`config.mk`:
```
export PLATFORM = sky130hd
export DESIGN_NAME = ahb_rr_arbiter
export DESIGN_NICKNAME = d
export VERILOG_FILES = /design/src/rtl/ahb_pkg.sv /design/src/rtl/ahb_rr_pick.sv /design/src/rtl/ahb_rr_arbiter.sv
export SDC_FILE = /design/constraint.sdc
export NUM_CORES = 1
export LEC_CHECK = 0
export CORE_MARGIN = 2
export CORE_UTILIZATION = 35
export CTS_CLUSTER_SIZE = 40
export DETAILED_ROUTE_END_ITERATION = 8
export SYNTH_ARGS = -nofsm -noshare
export SYNTH_HDL_FRONTEND = slang
export SYNTH_SLANG_ARGS = --single-unit
```
`constraint.sdc`:
```
create_clock -name HCLK -period 5.5 [get_ports HCLK]
set_clock_uncertainty 0.2 [all_clocks]
set_input_delay 0.55 -clock HCLK [delete_from_list [all_inputs] [get_ports HCLK]]
set_output_delay 0.55 -clock HCLK [all_outputs]
set_load 0.05 [all_outputs]
```
`src/rtl/ahb_pkg.sv`:
```
// Shared AHB encodings and arbiter state type for the fabric arbiter.
package ahb_pkg;

    typedef enum logic [1:0] {
        IDLE   = 2'd0,
        BUSY   = 2'd1,
        NONSEQ = 2'd2,
        SEQ    = 2'd3
    } htrans_t;

    typedef enum logic [2:0] {
        HB_SINGLE = 3'd0,
        HB_INCR   = 3'd1,
        HB_WRAP4  = 3'd2,
        HB_INCR4  = 3'd3,
        HB_WRAP8  = 3'd4,
        HB_INCR8  = 3'd5,
        HB_WRAP16 = 3'd6,
        HB_INCR16 = 3'd7
    } hburst_t;

    localparam logic [1:0] HRESP_OKAY  = 2'b00;
    localparam logic [1:0] HRESP_ERROR = 2'b01;

    typedef enum logic [1:0] {
        PARK  = 2'd0,
        GRANT = 2'd1,
        BURST = 2'd2,
        INCR  = 2'd3
    } arb_state_t;

    // Beats in a burst; 0 marks undefined-length INCR.
    function automatic logic [4:0] burst_len(hburst_t b);
        logic [4:0] len;
        case (b)
            HB_SINGLE:           len = 5'd1;
            HB_INCR:             len = 5'd0;
            HB_WRAP4, HB_INCR4:  len = 5'd4;
            HB_WRAP8, HB_INCR8:  len = 5'd8;
            default:             len = 5'd16;
        endcase
        return len;
    endfunction

endpackage

```
`src/rtl/ahb_rr_pick.sv`:
```
// Rotating-priority encoder: first requester at or after ptr, wrapping.
module ahb_rr_pick
    import ahb_pkg::*;
#(
    parameter int unsigned NUM_MASTERS    = 4,
    parameter int unsigned DEFAULT_MASTER = 0
) (
    input  logic [NUM_MASTERS-1:0] req,
    input  logic [3:0]             ptr,
    output logic [3:0]             winner,
    output logic                   any_req
);

    logic [2*NUM_MASTERS-1:0] dbl;
    logic [NUM_MASTERS-1:0]   rot;
    logic [4:0]               sum;

    assign any_req = |req;

    // Rotate so bit 0 is the pointer slot, then take the lowest set offset.
    always_comb begin
        dbl    = {req, req};
        rot    = NUM_MASTERS'(dbl >> ptr);
        winner = 4'(DEFAULT_MASTER);
        sum    = '0;
        for (int i = NUM_MASTERS - 1; i >= 0; i--) begin
            if (rot[i]) begin
                sum = 5'({1'b0, ptr}) + 5'(i);
                if (sum >= 5'(NUM_MASTERS)) begin
                    sum = sum - 5'(NUM_MASTERS);
                end
                winner = sum[3:0];
            end
        end
    end

endmodule

```
`src/rtl/ahb_rr_arbiter.sv`:
```
// Round-robin AHB arbiter: one-hot grant, address- and data-phase owner indices.
// Grant moves only on accepted edges and never inside a fixed-length burst.
module ahb_rr_arbiter
    import ahb_pkg::*;
#(
    parameter int unsigned NUM_MASTERS    = 4,
    parameter int unsigned DEFAULT_MASTER = 0,
    parameter int unsigned MAX_INCR       = 16
) (
    input  logic                   HCLK,
    input  logic                   HRESET,
    input  logic [NUM_MASTERS-1:0] mHBUSREQ,
    input  logic [1:0]             HTRANS,
    input  logic [2:0]             HBURST,
    input  logic                   HREADY,
    input  logic [1:0]             HRESP,
    output logic [NUM_MASTERS-1:0] mHGRANT,
    output logic [3:0]             HMASTER,
    output logic [3:0]             HMASTER_D
);

    localparam int unsigned CNT_MAX = (MAX_INCR > 15) ? MAX_INCR : 15;
    localparam int unsigned CNT_W   = $clog2(CNT_MAX + 1);

    localparam logic [CNT_W-1:0]       MAX_CNT   = CNT_W'(MAX_INCR);
    localparam logic [NUM_MASTERS-1:0] ONE       = NUM_MASTERS'(1);
    localparam logic [NUM_MASTERS-1:0] DEF_GRANT = ONE << DEFAULT_MASTER;
    localparam logic [3:0]             DEF_IDX   = 4'(DEFAULT_MASTER);
    localparam logic [3:0]             PTR_RST   = 4'((DEFAULT_MASTER + 1) % NUM_MASTERS);
    localparam logic [3:0]             LAST_IDX  = 4'(NUM_MASTERS - 1);

    arb_state_t             state;
    arb_state_t             nxt_state;
    logic [CNT_W-1:0]       cnt;
    logic [CNT_W-1:0]       nxt_cnt;
    logic [CNT_W-1:0]       cnt_inc;
    logic [3:0]             ptr;
    logic [3:0]             ptr_after;
    logic [3:0]             owner;
    logic [3:0]             hmaster;
    logic [3:0]             hmaster_d;
    logic [NUM_MASTERS-1:0] grant;
    logic [3:0]             pick;
    logic                   any_req;
    logic                   owner_req;
    logic                   others_req;
    logic                   rearb;
    htrans_t                trans;
    hburst_t                burst;

    ahb_rr_pick #(
        .NUM_MASTERS    (NUM_MASTERS),
        .DEFAULT_MASTER (DEFAULT_MASTER)
    ) u_pick (
        .req     (mHBUSREQ),
        .ptr     (ptr),
        .winner  (pick),
        .any_req (any_req)
    );

    assign trans      = htrans_t'(HTRANS);
    assign burst      = hburst_t'(HBURST);
    assign owner_req  = |(mHBUSREQ & grant);
    assign others_req = |(mHBUSREQ & ~grant);
    assign cnt_inc    = (cnt == MAX_CNT) ? cnt : cnt + 1'b1;
    assign ptr_after  = (pick == LAST_IDX) ? 4'd0 : pick + 4'd1;

    // Decide, for an accepted edge, whether to re-arbitrate or advance the burst.
    always_comb begin
        rearb     = 1'b0;
        nxt_state = state;
        nxt_cnt   = cnt;
        if (HRESP == HRESP_ERROR) begin
            rearb = 1'b1;
        end else begin
            unique case (state)
                PARK: rearb = 1'b1;
                GRANT: begin
                    if (trans == NONSEQ) begin
                        if (burst == HB_SINGLE) begin
                            rearb = 1'b1;
                        end else if (burst == HB_INCR) begin
                            nxt_state = INCR;
                            nxt_cnt   = CNT_W'(1);
                        end else begin
                            nxt_state = BURST;
                            nxt_cnt   = CNT_W'(burst_len(burst) - 5'd1);
                        end
                    end else if (trans == IDLE || !owner_req) begin
                        rearb = 1'b1;
                    end
                end
                BURST: begin
                    if (trans == SEQ) begin
                        if (cnt == CNT_W'(1)) begin
                            rearb = 1'b1;
                        end else begin
                            nxt_cnt = cnt - 1'b1;
                        end
                    end
                end
                INCR: begin
                    if (trans == IDLE || !owner_req) begin
                        rearb = 1'b1;
                    end else if (trans == SEQ) begin
                        nxt_cnt = cnt_inc;
                        // Cap long INCR bursts only when someone else is waiting.
                        if (cnt_inc >= MAX_CNT && others_req) begin
                            rearb = 1'b1;
                        end
                    end
                end
                default: rearb = 1'b1;
            endcase
        end
    end

    // Arbiter state, grant and owner pipeline; everything advances only on accept.
    always_ff @(posedge HCLK) begin
        if (!HRESET) begin
            state     <= PARK;
            cnt       <= '0;
            ptr       <= PTR_RST;
            owner     <= DEF_IDX;
            grant     <= DEF_GRANT;
            hmaster   <= DEF_IDX;
            hmaster_d <= DEF_IDX;
        end else if (HREADY) begin
            hmaster   <= owner;
            hmaster_d <= hmaster;
            if (rearb) begin
                owner <= pick;
                grant <= ONE << pick;
                cnt   <= '0;
                if (any_req) begin
                    state <= GRANT;
                    ptr   <= ptr_after;
                end else begin
                    state <= PARK;
                end
            end else begin
                state <= nxt_state;
                cnt   <= nxt_cnt;
            end
        end
    end

    assign mHGRANT   = grant;
    assign HMASTER   = hmaster;
    assign HMASTER_D = hmaster_d;

endmodule

```
# After elaboration in Yosys (flattened, before gate mapping)

Cells that the tools add are included.

Bits in registers: 27
Input bits: 14
Output and inout port bits: 12
Logic and storage cells: 111

Shift operators: 2
Bitwise logic cells: 3
$add $sub $neg: 11
Muxes and demuxes: 43
Reductions and logical operators: 18
Equal/unequal tests: 22
Magnitude comparators: 5

Operator list:

| kind                                                               | count |
|---|---|
| 2-to-1 mux 5 bit                                                   | 15 |
| 2-to-1 mux 4 bit                                                   | 9 |
| != test 3 bit (second input constant)                              | 6 |
| subtractor 4 x 3 -> 4 bit (second input constant)                  | 4 |
| greater-or-equal comparator 5 x 3 -> 1 bit (second input constant) | 3 |
| case mux 5 bit (3 select lines)                                    | 1 |
| OR reduction 4 bit                                                 | 3 |
| 2-to-1 mux 1 bit                                                   | 11 |
| adder 4 x 2 -> 5 bit (second input constant)                       | 2 |
| 2-to-1 mux 2 bit                                                   | 5 |
| case mux 5 bit (2 select lines)                                    | 1 |
| subtractor 5 x 1 -> 5 bit (second input constant)                  | 2 |
| AND reduction 9 bit                                                | 1 |
| bitwise AND 4 bit                                                  | 2 |
| == test 2 bit (second input constant)                              | 4 |
| >> shifter 8 x 4 -> 4 bit                                          | 1 |
| == test 3 x 2 -> 1 bit (second input constant)                     | 2 |
| == test 3 bit (second input constant)                              | 2 |
| adder 4 x 1 -> 5 bit (second input constant)                       | 1 |
| adder 5 x 1 -> 5 bit (second input constant)                       | 1 |
| == test 5 x 1 -> 1 bit (second input constant)                     | 1 |
| == test 5 bit (second input constant)                              | 1 |
| greater-or-equal comparator 5 bit (second input constant)          | 1 |
| AND reduction 5 bit                                                | 1 |
| other kinds (19)                                                   | 24 |

# Depth between registers and ports, before layout

Gate-level depths: netlist of the first run.

Depth after elaboration: 15
Gate-level depth with buffers: 14
Depth with buffers taken out: 12

# By module

A second synthesis of the first run with hierarchy kept.

Cells, all modules: 247
Area total of the unflattened synthesis: 2134.5 sq um

By module, submodules not included:

| module         | sequential area each (sq um) | instances | area each (sq um) | cells each |
|---|---|---|---|---|
| ahb_rr_arbiter | 540.5                        | 1         | 1592.8            | 179 |
| ahb_rr_pick    | 0.0                          | 1         | 541.8             | 68 |

# Worst setup path after synthesis of the first run

Ideal clock, no wire load.

Path kind: register -> register
Start point: reg ptr[1]
End point: reg ptr[2]
Stages on the path, launching flop included: 15
Path slack: 2460 ps
Arrival time: 2773 ps
Clock period less this slack: 3040 ps
Path buffers: 2
Library setup time: 66 ps
Required time: 5234 ps
Cell sequence: dfxtp_1 clkbuf_1 buf_2 inv_1 ha_1 a21oi_1 xnor2_1 ha_1 a22oi_1 a31oi_1 nand4_1 a32oi_2 nand2_1 mux2_4 a21oi_2

Word-level cells in the longest chain between the ends: 9

RTL lines:

| item                                                                                    | RTL line                             | RTL |
|---|---|---|
| from (decl)                                                                             | ahb_rr_arbiter.sv:37                 | `logic [3:0] ptr;` |
| from (signal assigned)                                                                  | ahb_rr_arbiter.sv:137                | `ptr <= ptr_after;` |
| adder 4 x 2 -> 5 bit                                                                    | ahb_rr_pick.sv:28                    | `sum = 5'({1'b0, ptr}) + 5'(i);` |
| subtractor 4 x 3 -> 4 bit or greater-or-equal comparator 5 x 3 -> 1 bit (tied branches) | ahb_rr_pick.sv:30, ahb_rr_pick.sv:29 |  |
| 2-to-1 mux 4 bit                                                                        | ahb_rr_pick.sv:29                    | `if (sum >= 5'(NUM_MASTERS)) begin` |
| 2-to-1 mux 4 bit (3 in series)                                                          | ahb_rr_pick.sv:27                    | `if (rot[i]) begin` |
| 2-to-1 mux 4 bit *                                                                      | ahb_rr_pick.sv:27                    |  |
| adder 4 x 1 -> 4 bit or == test 4 x 2 -> 1 bit (tied branches)                          | ahb_rr_arbiter.sv:66                 | `assign ptr_after = (pick == LAST_IDX) ? 4'd0 : pick + 4'd1;` |
| 2-to-1 mux 4 bit *                                                                      | ahb_rr_arbiter.sv:66                 |  |

Mark *: on every way between the ends. The rest lies on a longest branch, timed or not.
A chain may end at the register's enable or synchronous reset.

# Worst setup path after layout of the first run

Same ends and word-level chain as after synthesis.

==> results.json, run 1 <==
{
  "hold_viol": 0,
  "static-leakage-power_uw": 0.00102,
  "cts_tree": "done",
  "slew_headroom_pct": 45.9,
  "grt_max_degree": 28,
  "status": "complete, no violations",
  "clockRootBuffer": "clkbuf_8",
  "crit_chain": "inv_1, ha_1, a21oi_1, xnor2_1, ha_1, a22oi_1, a31oi_1, nand4_1, a32oi_2, nand2_1, mux2_4, a21oi_2",
  "insertion_delay_ns": 0.27,
  "synth_seq_cells": 27,
  "htree_levels": 1,
  "pre_cts_slack_ns": 2.07,
  "drive_gt1_share_pct": 8.16,
  "final_common_cell": "dfxtp_1",
  "clock_sinks": 27,
  "cp.required_ns": 5.51,
  "cap_violations": 0,
  "wl_per_cell_um": 14.5,
  "post_cts_buffers": 0,
  "die-area_sq_mm": 0.00743,
  "drt-vias-per-instance": 5.62,
  "synth_edf_count": 0,
  "first_iter_violations": 81,
  "floorplan.rows": 29,
  "route.met2.wl_um": 2310,
  "ir_drop_uv": 157,
  "grt_pass1_vias": 1899,
  "wl_met3_um": 213,
  "synth_cells": 277,
  "critical_path.top_delay_family": "compound AO/OA/AOI/OAI gates",
  "setup_ws_ns": 2.14,
  "rsz0062_at_grt": "false",
  "synth_cell_type_count": 75,
  "boundaryPins": 26,
  "fin_util_pct": 41.8,
  "route.detailed.drc": 0,
  "wl_met1_um": 2860,
  "worstPathMaxFanout": 20,
  "track_usage_pct": 15.0,
  "cp_slowest_stage_delay_ns": 0.80,
  "grt-ovfl-total": 0,
  "worstSetupStartpointType": "flop",
  "n_antenna_cell": 0,
  "layout_common_cells": "dfxtp_1, nand2_1, clkdlybuf4s50_1",
  "layout.nets": 328,
  "postSynth.asyncResetShare_pct": 0,
  "ys.flop_type": "dfxtp_1",
  "gp_congestion": 0.882,
  "tightest_slew_ns": 0.809,
  "max_freq_mhz": 297,
  "synth_top_area_share_pct": 22.8,
  "slowest_stage": "dfxtp_1",
  "syn_nets": 310,
  "holdCritPathClass": "reg -> reg",
  "cts-hold-fix-buffers": 0,
  "clkTransAtPathRegs_ns": 0.09,
  "cpMostUsedCell": "ha_1",
  "numCtsBuffers": 3,
  "period_share_pct": 61.2,
  "ctsLongestPathBuffers": 2,
  "core_area_sq_mm": 0.00646,
  "path_class": "reg -> reg",
  "ctsResizeCount": 0,
  "synth_area_leaders": "dfxtp_1, ha_1, mux2i_1",
  "die_x_um": 86.2,
  "drtAntennaViolNets": 0,
  "crit_path_start": "ptr[1]",
  "via_count": 2084,
  "firstDrtPassIters": 4,
  "yosysWarnings": 0,
  "crit_buf_inv": 1,
  "worstReg2RegStart": "ptr[1]",
  "finalSetupViolCount": 0,
  "antenna_found_initial": 0,
  "power.density_mw_per_mm2": 316,
  "grt_pass1_wl_um": 9340,
  "place_hpwl_um": 3970,
  "num-fill-cells": 681,
  "initial_core_util_pct": 36.6,
  "hp-start": "owner[1]",
  "drv_slew": 0,
  "critPathArrivalTime_ns": 3.37,
  "synth.largest_area_cell": "dfxtp_1",
  "syn_to_final_growth_pct": 14.1,
  "syn_area_sq_mm": 0.00237,
  "crit_path_end_kind": "flop",
  "min_period_ns": 3.36,
  "portBuffers": 25,
  "dr.max_layer_used": "met4",
  "syn_area_per_cell_sq_um": 8.54,
  "totalWireLength_um": 5390,
  "yosysSeqAreaShare_pct": 22.8,
  "die_h_um": 86.2,
  "tns_ns": 0
}
## cell type report
type                    count  area [sq um]  share of cell area, %
clock buffers               4          45.0                   1.67
well taps                  77          96.3                   3.57
multi-input cells         220          1700                   63.0
flip-flops and latches     27           541                   20.0
repair buffers             25           250                   9.27
inverters                  18          67.6                   2.50
## cells in the mapped netlist, types with 5 or more instances
library cell and count:
dfxtp_1 27, nand2_1 25, ha_1 19, inv_1 17
nor2b_1 14, nor2_1 13, mux2i_1 12, a21oi_1 8
a22oi_1 8, o21ai_0 8, nor3_1 7, nand2b_1 6
nand4_1 6, xnor2_1 6, a21boi_0 5, buf_2 5
clkbuf_1 5
## flip-flops by register name, indices dropped and copies added (netlist names)
register	count
ptr	4
HMASTER	4
mHGRANT	4
cnt	5
owner	4
state	2
HMASTER_D	4
## layer usage
metal	GRT usage [%]	up-vias
li1	-	1055
met1	23.3	987
met2	21.9	40
met3	2.86	2
met4	1.85	0
met5	0	-
## kinds of logic (layout without fill, tap and decap cells)
group	count (synthesis)	count (layout)	share of synthesized area, %
AND/OR/NAND/NOR	103	103	24.7
AO/OA/AOI/OAI	72	72	24.6
buffers and inverters	30	47	5.34
flip-flops	27	27	22.8
adder cells (fa/ha/maj)	19	19	10.0
multiplexers	16	16	8.73
XOR/XNOR	10	10	3.70
## power breakdown
part           leakage, uW  internal [uW]  switching [uW]
clock            0.0000228           51.9            60.6
combinational     0.000782            208             258
sequential        0.000220            220            56.0
total              0.00102            479             374
## worst register-to-register path: stages (launching register included)
cell and delay, ns:
dfxtp_1 0.80, inv_1 0.20, ha_1 0.26, a21oi_1 0.22, xnor2_1 0.15, ha_1 0.16, a22oi_1 0.06, a31oi_1 0.24
nand4_1 0.14, a32oi_2 0.38, nand2_1 0.09, mux2_4 0.28, a21oi_2 0.12
## final timing paths
path,endpoint,slack (ns),depth (start not counted)
worst min register to register,owner[1],0.29,2
worst max-delay path,ptr[2],2.14,12
worst min-delay path,owner[1],0.29,2
worst max register to register,ptr[2],2.14,12
## per-stage QoR
step	area [sq um]	hold WS, ns	total power, uW	instances
final	2700	0.290	854	371
after CTS	2700	0.295	857	371
after detailed placement	2650	0.270	741	367
after global placement	2650	0.262	737	367
after floorplan	2370	0.243	634	277
after global routing	2700	0.330	934	371
Power figures use the tool's default switching activity.
==> inputs of run 2 (changes only) <==
==> constraint.sdc (replaced) <==
create_clock -name HCLK -period 3 [get_ports HCLK]
set_clock_uncertainty 0.2 [all_clocks]
set_input_delay 0.3 -clock HCLK [delete_from_list [all_inputs] [get_ports HCLK]]
set_output_delay 0.3 -clock HCLK [all_outputs]
set_load 0.05 [all_outputs]
==> run 2 against run 1 <==
  * Combinational power increased by 120%
  * Sequential share of layout area shrank 1.1 points
  * First-iteration DRC count is 78% higher
  * Cell area grew 7.0%
  * Sequential power increased by 68%
  * Highest routed layer unchanged
==> results.json, run 2 (synthesis gave the netlist of run 1 again) <==
{
  "status": "complete, no violations",
  "drv_slew": 0,
  "grt_pass1_wl_um": 9660,
  "syn_to_final_growth_pct": 22.1,
  "clockRootBuffer": "clkbuf_8",
  "place_hpwl_um": 4230,
  "final_area_sq_mm": 0.00289,
  "insertion_delay_ns": 0.27,
  "htree_levels": 1,
  "placed_area_sq_mm": 0.00281,
  "cts_tree": "done",
  "period_share_pct": 92.6,
  "largest_reg_flops": 5,
  "grt_max_degree": 28,
  "max_freq_mhz": 360,
  "crit_path_end_kind": "flop",
  "grt_pass1_vias": 1989,
  "route.detailed.drc": 0,
  "power.density_mw_per_mm2": 590,
  "static-leakage-power_uw": 0.00113,
  "die_h_um": 86.2,
  "floorplan.rows": 29,
  "drtAntennaViolNets": 0,
  "holdCritPathClass": "reg -> reg",
  "initial_core_util_pct": 36.6,
  "setup_ws_ns": 0.223,
  "cp.required_ns": 2.96,
  "pre_cts_slack_ns": -0.00549,
  "via_count": 2138,
  "timing.hold.ws_ns": 0.283,
  "ctsResizeCount": 0,
  "worstSetupStartpointType": "flop",
  "cts-hold-fix-buffers": 0,
  "hold_viol": 0,
  "total_power_uw": 1700,
  "slew_headroom_pct": 46.3,
  "cp_slowest_stage_delay_ns": 0.40,
  "tightest_slew_ns": 0.803,
  "crit_chain": "inv_1, ha_1, a21oi_2, xnor2_1, ha_1, a22oi_1, a31oi_1, nand4_1, a32oi_2, buf_4, nor3b_1, o311ai_1",
  "min_period_ns": 2.78,
  "post_cts_buffers": 0,
  "firstDrtPassIters": 4,
  "portBuffers": 25,
  "ctsLongestPathBuffers": 2,
  "grt-ovfl-total": 0,
  "layout_common_cells": "dfxtp_1, nand2_1, clkdlybuf4s50_1",
  "crit_buf_inv": 2,
  "path_class": "reg -> reg",
  "boundaryPins": 26,
  "top_register": "cnt",
  "placedCellCount": 388,
  "final_cells": 392,
  "core_area_sq_mm": 0.00646,
  "die_x_um": 86.2,
  "critPathArrivalTime_ns": 2.74,
  "rsz0062_at_grt": "false",
  "drt-vias-per-instance": 5.45,
  "drive_gt1_share_pct": 16.2,
  "n_antenna_cell": 0,
  "finalSetupViolCount": 0,
  "slowest_stage": "dfxtp_2",
  "cpMostUsedCell": "ha_1",
  "totalWireLength_um": 5580,
  "worstPathMaxFanout": 6,
  "gp_congestion": 0.866,
  "clkTransAtPathRegs_ns": 0.09,
  "first_iter_violations": 144,
  "layout.nets": 349,
  "wl_per_cell_um": 14.2,
  "clock_sinks": 27,
  "die-area_sq_mm": 0.00743,
  "critical_path.top_delay_family": "compound AO/OA/AOI/OAI gates",
  "ir_drop_uv": 253,
  "track_usage_pct": 15.7,
  "antenna_found_initial": 0,
  "numCtsBuffers": 3,
  "cap_violations": 0
}
-- run 2: cell count changes in the layout (fill, tap and decap cells not counted), sizes merged --
cell / delta
buf: +21
-- run 2: layer usage --
| metal | GRT usage (%) | up-vias | part of all wire [%] |
|---|---|---|---|
| met5 | 0 | - | 0 |
| met3 | 1.62 | 4 | 2.9 |
| met1 | 24.7 | 1007 | 53 |
| met2 | 23.3 | 30 | 43 |
| li1 | - | 1097 | - |
| met4 | 2.70 | 0 | 0.68 |
-- run 2: metrics by stage --
| stage | TNS [ns] | utilization (%) |
|---|---|---|
| 5_1_grt | 0 | 44.7 |
| 4_1_cts | 0 | 44.2 |
| 6_report | 0 | 44.7 |
| 3_5_place_dp | -0.00549 | 43.5 |
| 3_3_place_gp | 0 | 43.5 |
| 2_1_floorplan | 0 | - |
-- run 2: power by group --
group / switching (uW) / leakage, uW / internal [uW] / total, uW
registers: 55.4 / 0.000220 / 405 / 461
logic: 557 / 0.000887 / 481 / 1040
clock network: 111 / 0.0000228 / 95.0 / 206
-- run 2: final timing paths --
check           start  endpoint  slack (ns)  cells past startpoint
max            ptr[1]    ptr[0]        0.22                     12
min          owner[1]  owner[1]        0.28                      2
max reg2reg    ptr[1]    ptr[0]        0.22                     12
min reg2reg  owner[1]  owner[1]        0.28                      2
-- run 2: area by class of cell --
class / instances / area [sq um]
Clock buffer: 4 / 45.0
Fill cell: 645 / 3570
Inverter: 18 / 67.6
Multi-Input combinational cell: 220 / 1730
Sequential cell: 27 / 546
Tap cell: 77 / 96.3
Timing Repair Buffer: 46 / 408
-- run 2: worst reg2reg max path: stages, from the launching register on --
cell and delay [ns]:
dfxtp_2 0.40, inv_1 0.10, ha_1 0.23, a21oi_2 0.19
xnor2_1 0.14, ha_1 0.17, a22oi_1 0.07, a31oi_1 0.21
nand4_1 0.15, a32oi_2 0.33, buf_4 0.19, nor3b_1 0.05
o311ai_1 0.24
